--- src/rtl/ahb_apb_ctrl.sv ---
// AHB-Lite to APB bridge core for four APB slaves with a one-entry pipelined request buffer.
module ahb_apb_ctrl #(
  parameter int unsigned DATA_W   = 32,
  parameter logic [3:0]  BASE_NIB = 4'h8
) (
  input  logic              Hclk,
  input  logic              Hreset,
  input  logic              Hwrite,
  input  logic              Hreadyin,
  input  logic [1:0]        Htrans,
  input  logic [31:0]       Haddr,
  input  logic [DATA_W-1:0] Hwdata,
  input  logic [DATA_W-1:0] Prdata,
  output logic [3:0]        Pselx,
  output logic [31:0]       Paddr,
  output logic [DATA_W-1:0] Pwdata,
  output logic              Pwrite,
  output logic              Penable,
  output logic              Hreadyout,
  output logic [DATA_W-1:0] Hrdata,
  output logic [1:0]        Hresp
);

  localparam int unsigned ADDR_W = 32;
  localparam int unsigned NSLV   = 4;

  typedef enum logic [1:0] {S_IDLE, S_WWAIT, S_SETUP, S_ACCESS} state_e;

  state_e              state_q, state_d;
  logic [ADDR_W-1:0]   addr_q, addr_d;
  logic                write_q, write_d;
  logic [DATA_W-1:0]   wdata_q, wdata_d;
  logic [ADDR_W-1:0]   pend_addr_q, pend_addr_d;
  logic                pend_write_q, pend_write_d;
  logic                pend_v_q, pend_v_d;
  logic [NSLV-1:0]     pselx_q, pselx_d;
  logic                penable_q, penable_d;
  logic                hready_q, hready_d;
  logic                valid;
  logic                unused_htrans0;

  assign unused_htrans0 = Htrans[0];

  // A new AHB request is taken only in our region while we are ready.
  assign valid = Hreadyin & Htrans[1] & (Haddr[31:28] == BASE_NIB) & hready_q;

  // Next state, transfer latches and next registered APB/AHB outputs.
  always_comb begin
    state_d      = state_q;
    addr_d       = addr_q;
    write_d      = write_q;
    wdata_d      = wdata_q;
    pend_addr_d  = pend_addr_q;
    pend_write_d = pend_write_q;
    pend_v_d     = pend_v_q;

    unique case (state_q)
      S_IDLE: begin
        if (valid) begin
          addr_d  = Haddr;
          write_d = Hwrite;
          state_d = Hwrite ? S_WWAIT : S_SETUP;
        end
      end
      S_WWAIT: begin
        wdata_d = Hwdata;
        if (valid) begin
          pend_addr_d  = Haddr;
          pend_write_d = Hwrite;
          pend_v_d     = 1'b1;
        end
        state_d = S_SETUP;
      end
      S_SETUP: begin
        state_d = S_ACCESS;
      end
      S_ACCESS: begin
        if (pend_v_q) begin
          addr_d   = pend_addr_q;
          write_d  = pend_write_q;
          pend_v_d = 1'b0;
          state_d  = pend_write_q ? S_WWAIT : S_SETUP;
        end else if (valid) begin
          addr_d  = Haddr;
          write_d = Hwrite;
          state_d = Hwrite ? S_WWAIT : S_SETUP;
        end else begin
          state_d = S_IDLE;
        end
      end
      default: state_d = S_IDLE;
    endcase

    pselx_d   = ((state_d == S_SETUP) || (state_d == S_ACCESS))
              ? (NSLV'(1) << addr_d[27:26]) : '0;
    penable_d = (state_d == S_ACCESS);
    hready_d  = !((state_d == S_SETUP) || ((state_d == S_ACCESS) && pend_v_d));
  end

  // State and output registers; reset discards any in-flight or pending transfer.
  always_ff @(posedge Hclk or posedge Hreset) begin
    if (Hreset) begin
      state_q      <= S_IDLE;
      addr_q       <= '0;
      write_q      <= 1'b0;
      wdata_q      <= '0;
      pend_addr_q  <= '0;
      pend_write_q <= 1'b0;
      pend_v_q     <= 1'b0;
      pselx_q      <= '0;
      penable_q    <= 1'b0;
      hready_q     <= 1'b1;
    end else begin
      state_q      <= state_d;
      addr_q       <= addr_d;
      write_q      <= write_d;
      wdata_q      <= wdata_d;
      pend_addr_q  <= pend_addr_d;
      pend_write_q <= pend_write_d;
      pend_v_q     <= pend_v_d;
      pselx_q      <= pselx_d;
      penable_q    <= penable_d;
      hready_q     <= hready_d;
    end
  end

  assign Pselx     = pselx_q;
  assign Paddr     = addr_q;
  assign Pwdata    = wdata_q;
  assign Pwrite    = write_q;
  assign Penable   = penable_q;
  assign Hreadyout = hready_q;
  assign Hrdata    = Prdata;
  assign Hresp     = 2'b00;

endmodule

--- config.mk ---
export PLATFORM = sky130hd
export DESIGN_NAME = ahb_apb_ctrl
export DESIGN_NICKNAME = d
export VERILOG_FILES = /design/src/rtl/ahb_apb_ctrl.sv
export SDC_FILE = /design/constraint.sdc
export NUM_CORES = 1
export LEC_CHECK = 0
export BUFFER_PORTS_ARGS = -buffer_cell sky130_fd_sc_hd__buf_2
export CORE_UTILIZATION = 43
export CTS_CLUSTER_SIZE = 14
export DETAILED_ROUTE_END_ITERATION = 7
export PLACE_DENSITY_LB_ADDON = 0.15
export SYNTH_ARGS = -nofsm -noshare
export SYNTH_HDL_FRONTEND = slang
export SYNTH_SLANG_ARGS = --single-unit
--- constraint.sdc ---
create_clock -name Hclk -period 2.8 [get_ports Hclk]
set_input_delay 0.14 -clock Hclk [delete_from_list [all_inputs] [get_ports Hclk]]
set_output_delay 0.14 -clock Hclk [all_outputs]
set_load 0.005 [all_outputs]
==> metrics.yaml, run 1 <==
flow_run:
  maxCapViolCount: 0
clocking:
  clock_latency_ns: 0.36
  cts.sinks: 107
  cts_max_path_buffers: 2
  cts_max_level: 3
  root_buffer: "clkbuf_8"
  cts_setup_buffers: 0
  cts_buffers: 9
  clk_pin_slew_ns: 0.11
  cts_tree: "done"
power_and_ir_drop:
  p_switching_mw: 1.49
  clock_power_share_pct: 20.3
  power_frac_seq_pct: 45.3
  powerDensity_nw_per_um2: 796
  switching_share_pct: 32.2
  combPwrFrac_pct: 34.5
  power.leakage_nw: 3.13
  ir_drop_v: 0.000392
  p_int_mw: 3.13
layout:
  n_antenna_cell: 0
  seq_area_um2: 2680
  final_nets: 602
  fillers: 906
  drive_gt1_share_pct: 47.1
  area_growth_pct: 24.2
  post_layout_nonfiller_instances: 637
  multi_input_area_um2: 1520
status:
  failed_checks: "design-rule violations"
  status: "complete, but fails checks"
worst_setup_path:
  slowest_stage: "dfrtp_1"
  slowest_delay_ns: 0.41
  crit_chain: "inv_1, ha_1, or4_1, o32a_2, buf_12, a222oi_1, inv_1"
  end_kind: "flop"
  crit_arrival_ns: 2.61
  critPathTopFamily: "compound AO/OA/AOI/OAI gates"
  path_buf_inv: 3
  path_class: "flop to flop"
  cp_common_cell: "inv_1"
  start_kind: "flop"
  critPathMaxFanout: 20
  required_ns: 3.04
timing:
  period_share_pct: 84.4
  fin_ws_ns: 0.437
  max_slew_margin_pct: 48.9
  grt_setup_unrepaired: "false"
  setup_viol: 0
  period_needed_ns: 2.36
  hold_viol_final: 0
  worst_pin_slew_ns: 0.765
  max_freq_ghz: 0.423
  final.setup.tns_ns: 0
  finalMaxSlewViolations: 0
  finalClockSkew_ns: 0.0176
synthesis:
  synth_area_um2: 4680
  synth-edff-count: 0
  ys_seq_area_share_pct: 57.3
  async_reset_ff_share_pct: 100
  yosysWarningCount: 0
  synth_top_area_cell: "dfrtp_1"
  avgSynthCellArea_um2: 13.2
  synth_common_cells: "dfrtp_1, mux2_2, inv_1, buf_4, a222oi_1"
  synth_area_leaders: "dfrtp_1, mux2_2, a222oi_1, buf_4, inv_1"
  synth_top_area_share_pct: 56.7
  synth_seq_cells: 107
  synth.most_common_cell: "dfrtp_1"
  synthFlopType: "dfrtp_1"
  syn_inst: 355
  ys_types: 44
die:
  dieArea_um2: 11300
  die-width_um: 106
  fp.dieH_um: 106
  rows: 37
  initial_core_util_pct: 44.9
  pin_count: 207
  core_um2: 10400
placement:
  preCtsSetupSlack_ns: 0.457
  dp_cells: 589
  place.port_buffers: 139
  gp_congestion: 0.833
  hpwl_um: 6830
drt:
  num_vias: 3324
  drtAntennaViolNets: 0
  wirelength_um: 10000
  drt_iter0_markers: 261
  first_pass_iters: 8
  via_per_inst: 5.22
  wl_per_cell_um: 15.8
  drc: 1
global_routing:
  grt_max_degree: 49
  grt_pass1_wl_um: 16500
  grt_antenna_before_repair: 0
  gr-usage-all-layers_pct: 18.6
  grt_pass1_vias: 3394
  overflow: 0
worst_hold_path:
  hold_path.class: "input pin to flop"
[per-layer routing]
| layer | routed length (um) | track usage, % |
|---|---|---|
| met1 | 4100 | 23.4 |
| met3 | 661 | 4.60 |
| met4 | 162 | 6.25 |
| met5 | 0 | 0 |
| met2 | 5130 | 31.1 |
[power groups by stage]
stage | Sequential [mW] | Combinational (mW) | Clock (mW)
2_1_floorplan | 2.14 | 1.02 | 0
3_3_place_gp | 2.10 | 1.54 | 0
3_5_place_dp | 2.12 | 1.57 | 0
4_1_cts | 2.09 | 1.60 | 0.974
5_1_grt | 2.14 | 1.73 | 1.05
6_report | 2.09 | 1.59 | 0.937
[area by class of cell]
type,count,area share [%]
tap,136,2.93
inverter,35,2.33
timing repair buffer,181,19.2
clock inverter,5,1.03
multi-input combinational,162,26.1
clock buffer,11,2.26
sequential,107,46.1
[what timing repair did]
item / in CTS / in global routing
gates resized for setup: 0 / 0
endpoints found under the hold margin: 59 / 4
hold buffers: 28 / 4
[path summary, 6_finish.rpt]
path | startpoint | slack [ns] | cells past startpoint | endpoint
worst max-delay path | state_q[0] | 0.44 | 7 | Paddr[10]
worst min-delay path | Hwdata[15] | 0.01 | 2 | Pwdata[15]
worst max register to register | state_q[0] | 0.44 | 7 | Paddr[10]
worst min register to register | pend_addr_q[31] | 0.47 | 1 | pend_addr_q[31]
max in group asynchronous | Hreset | 1.54 | 4 | Pwdata[7]
min in group asynchronous | Hreset | 0.45 | 3 | Pwdata[16]
[through the flow]
stage / util (%) / instance area [um2] / power, mW / hold slack, ns
after global routing: 55.8 / 5810 / 4.92 / 0.00318
after CTS: 55.4 / 5770 / 4.67 / 0.000141
after floorplan: - / 4680 / 3.16 / 0.265
after global placement: 50.8 / 5300 / 3.64 / 0.280
final: 55.8 / 5810 / 4.62 / 0.0139
after detailed placement: 50.8 / 5300 / 3.70 / 0.280
[state kept, by name, indices dropped and copies added, names as in the netlist]
register      flops
Penable           1
pend_write_q      1
pend_v_q          1
Pselx             4
pend_addr_q      32
Hreadyout         1
state_q           2
Pwdata           32
Pwrite            1
Paddr            32
[kinds of logic (layout without fill, tap and decap cells)]
group	count (synthesis)	count (layout)	synth area share (%)
multiplexers	61	61	14.7
AND/OR/NAND/NOR	39	39	5.24
buffers and inverters	87	232	10.4
adder cells (fa/ha/maj)	4	4	1.07
flip-flops	107	107	57.3
AO/OA/AOI/OAI	56	56	11.3
other	1	2	0.0802
[placed cells by master, fill, tap and decap left out, types with 4 or more instances in the layout]
cell / synthesis / final
and2_1: 5 / 5
a21oi_1: 6 / 6
a222oi_1: 26 / 26
dlygate4sd3_1: 0 / 32
nand2_1: 9 / 9
clkbuf_8: 0 / 9
buf_2: 7 / 139
nor3_1: 4 / 4
mux2_2: 61 / 61
buf_4: 34 / 8
ha_1: 4 / 4
dfrtp_1: 106 / 106
inv_1: 35 / 34
Note: power is estimated with default switching activity, not from simulation.
==> inputs of run 2 (changes only) <==
- CORE_UTILIZATION: 43 -> 47
- clock period: 2.8 -> 2.45 ns (I/O delays scaled with it)
==> metrics.yaml, run 2 (synthesized netlist as in run 1, its figures left out) <==
layout:
  n_antenna_cell: 0  # unchanged
  post_layout_nonfiller_instances: 662  # was 637
  area_growth_pct: 30.2  # was 24.2%
  seq_area_um2: 2680  # unchanged
  fillers: 798  # was 906
  drive_gt1_share_pct: 45.0  # was 47.1%
  final_core_util_pct: 62.6  # was 55.8%
  final_nets: 631  # was 602
  multi_input_area_um2: 1520  # unchanged
  layout_common_cells: "buf_2, dfrtp_1, mux2_2"  # unchanged
  stdcell_area_um2: 6090  # was 5810 um2
  mostFrequentLayoutCell: "buf_2"  # unchanged
global_routing:
  grt_antenna_before_repair: 0  # unchanged
  gr-usage-all-layers_pct: 20.8  # was 18.6%
  grt_pass1_wl_um: 16500  # about the same
  grt_pass1_vias: 3529  # was 3,394
  overflow: 0  # unchanged
  grt_max_degree: 53  # was 49
drt:
  first_pass_iters: 8  # unchanged
  wirelength_um: 10300  # was 10,000 um
  num_vias: 3413  # was 3,324
  via_per_inst: 5.16  # was 5.22
  drtAntennaViolNets: 0  # unchanged
  drc: 0  # was 1
  drt_iter0_markers: 189  # was 261
  wl_per_cell_um: 15.5  # was 15.8 um
clocking:
  clock_latency_ns: 0.36  # about the same
  cts_buffers: 9  # unchanged
  cts_resized: 0  # unchanged
  cts_tree: "done"  # unchanged
  clk_pin_slew_ns: 0.10  # was 0.11 ns
  root_buffer: "clkbuf_8"  # unchanged
  cts_max_level: 3  # unchanged
  cts.sinks: 107  # unchanged
  cts_max_path_buffers: 2  # unchanged
worst_setup_path:
  required_ns: 2.69  # was 3.04 ns
  crit_chain: "inv_1, ha_1, or4_1, o32a_2, buf_12, a222oi_1, inv_1"  # unchanged
  slowest_delay_ns: 0.42  # was 0.41 ns
  rr_startpoint: "state_q[0]"  # unchanged
  slowest_stage: "dfrtp_1"  # unchanged
  cp_common_cell: "inv_1"  # unchanged
  critPathMaxFanout: 24  # was 20
  crit_start: "state_q[0]"  # unchanged
  path_buf_inv: 3  # unchanged
  crit_arrival_ns: 2.57  # was 2.61 ns
  end_kind: "flop"  # unchanged
  start_kind: "flop"  # unchanged
  path_class: "flop to flop"  # unchanged
  critPathTopFamily: "compound AO/OA/AOI/OAI gates"  # unchanged
placement:
  dp_cells: 588  # was 589
  preCtsSetupSlack_ns: 0.141  # was 0.457 ns
  postPlaceCellArea_um2: 5310  # was 5300 um2
  gp_congestion: 0.857  # was 0.833
  place.port_buffers: 139  # unchanged
  hpwl_um: 6560  # was 6830 um
worst_hold_path:
  min-delay-start: "Haddr[26]"  # was Hwdata[15]
  hold_path.class: "input pin to flop"  # unchanged
timing:
  worst_pin_slew_ns: 0.771  # was 0.765 ns
  period_needed_ns: 2.33  # was 2.36 ns
  grt_setup_unrepaired: "false"  # unchanged
  finalClockSkew_ns: 0.00763  # was 0.0176 ns
  fin_ws_ns: 0.118  # was 0.437 ns
  finalMaxSlewViolations: 0  # unchanged
  max_slew_margin_pct: 48.5  # was 48.9%
  period_share_pct: 95.2  # was 84.4%
  final.setup.tns_ns: 0  # unchanged
  hold_viol_final: 0  # unchanged
  setup_viol: 0  # unchanged
  max_freq_ghz: 0.429  # was 0.423 GHz
  hold_slack_ns: 0.0378  # was 0.0139 ns
die:
  initial_core_util_pct: 48.1  # was 44.9%
  dieArea_um2: 10400  # was 11,300 um2
  core_um2: 9730  # was 10,400 um2
  rows: 36  # was 37
  die-width_um: 102  # was 106 um
  pin_count: 207  # unchanged
  fp.dieH_um: 102  # was 106 um
power_and_ir_drop:
  powerDensity_nw_per_um2: 880  # was 796 nW/um2
  ir_drop_v: 0.000360  # was 0.000392 V
  power.total_mw: 5.36  # was 4.62 mW
  power.leakage_nw: 3.25  # was 3.13 nW
flow_run:
  maxCapViolCount: 0  # unchanged
status:
  status: "completed"  # was complete, but fails checks
run 2: cell types whose count changed in the layout (fill, tap and decap cells not counted):
cell           previous run  this run
inv_6                     2         0
buf_4                     8        10
clkbuf_8                  9        10
clkbuf_1                  2         1
clkinv_4                  0         1
dlygate4sd3_1            32        59
run 2: layout make-up:
| class | instances | area share, % |
|---|---|---|
| Clock buffer | 11 | 2.32 |
| Clock inverter | 4 | 0.842 |
| Inverter | 35 | 2.22 |
| Multi-Input combinational cell | 162 | 24.9 |
| Sequential cell | 107 | 44.0 |
| Tap cell | 133 | 2.73 |
| Timing Repair Buffer | 210 | 23.0 |
run 2: layer usage:
layer	GRT usage, %	vias to the layer above	wire length [um]
li1	-	1583	-
met5	0	-	0
met2	35.0	116	5090
met1	25.3	1689	4370
met3	5.66	25	635
met4	8.81	0	184
run 2: what timing repair did:
item	CTS	global route
hold endpoints to repair	114	0
buffers inserted	0	0
hold buffers	59	0
setup endpoints to repair	0	1
run 2: path summary, 6_finish.rpt:
check / depth (start not counted) / endpoint / slack, ns
setup / recovery: 7 / Paddr[13] / 0.12
hold / removal: 2 / pend_addr_q[26] / 0.04
setup reg to reg: 7 / Paddr[13] / 0.12
hold reg to reg: 1 / pend_addr_q[31] / 0.48
max in group asynchronous: 4 / Pwdata[12] / 1.27
min in group asynchronous: 3 / Pwrite / 0.44
run 2: power breakdown:
part           internal [mW]  switching, mW  total (mW)
registers               2.19          0.200        2.39
logic                  0.991          0.920        1.91
clock network          0.496          0.563        1.06
total                   3.68           1.68        5.36
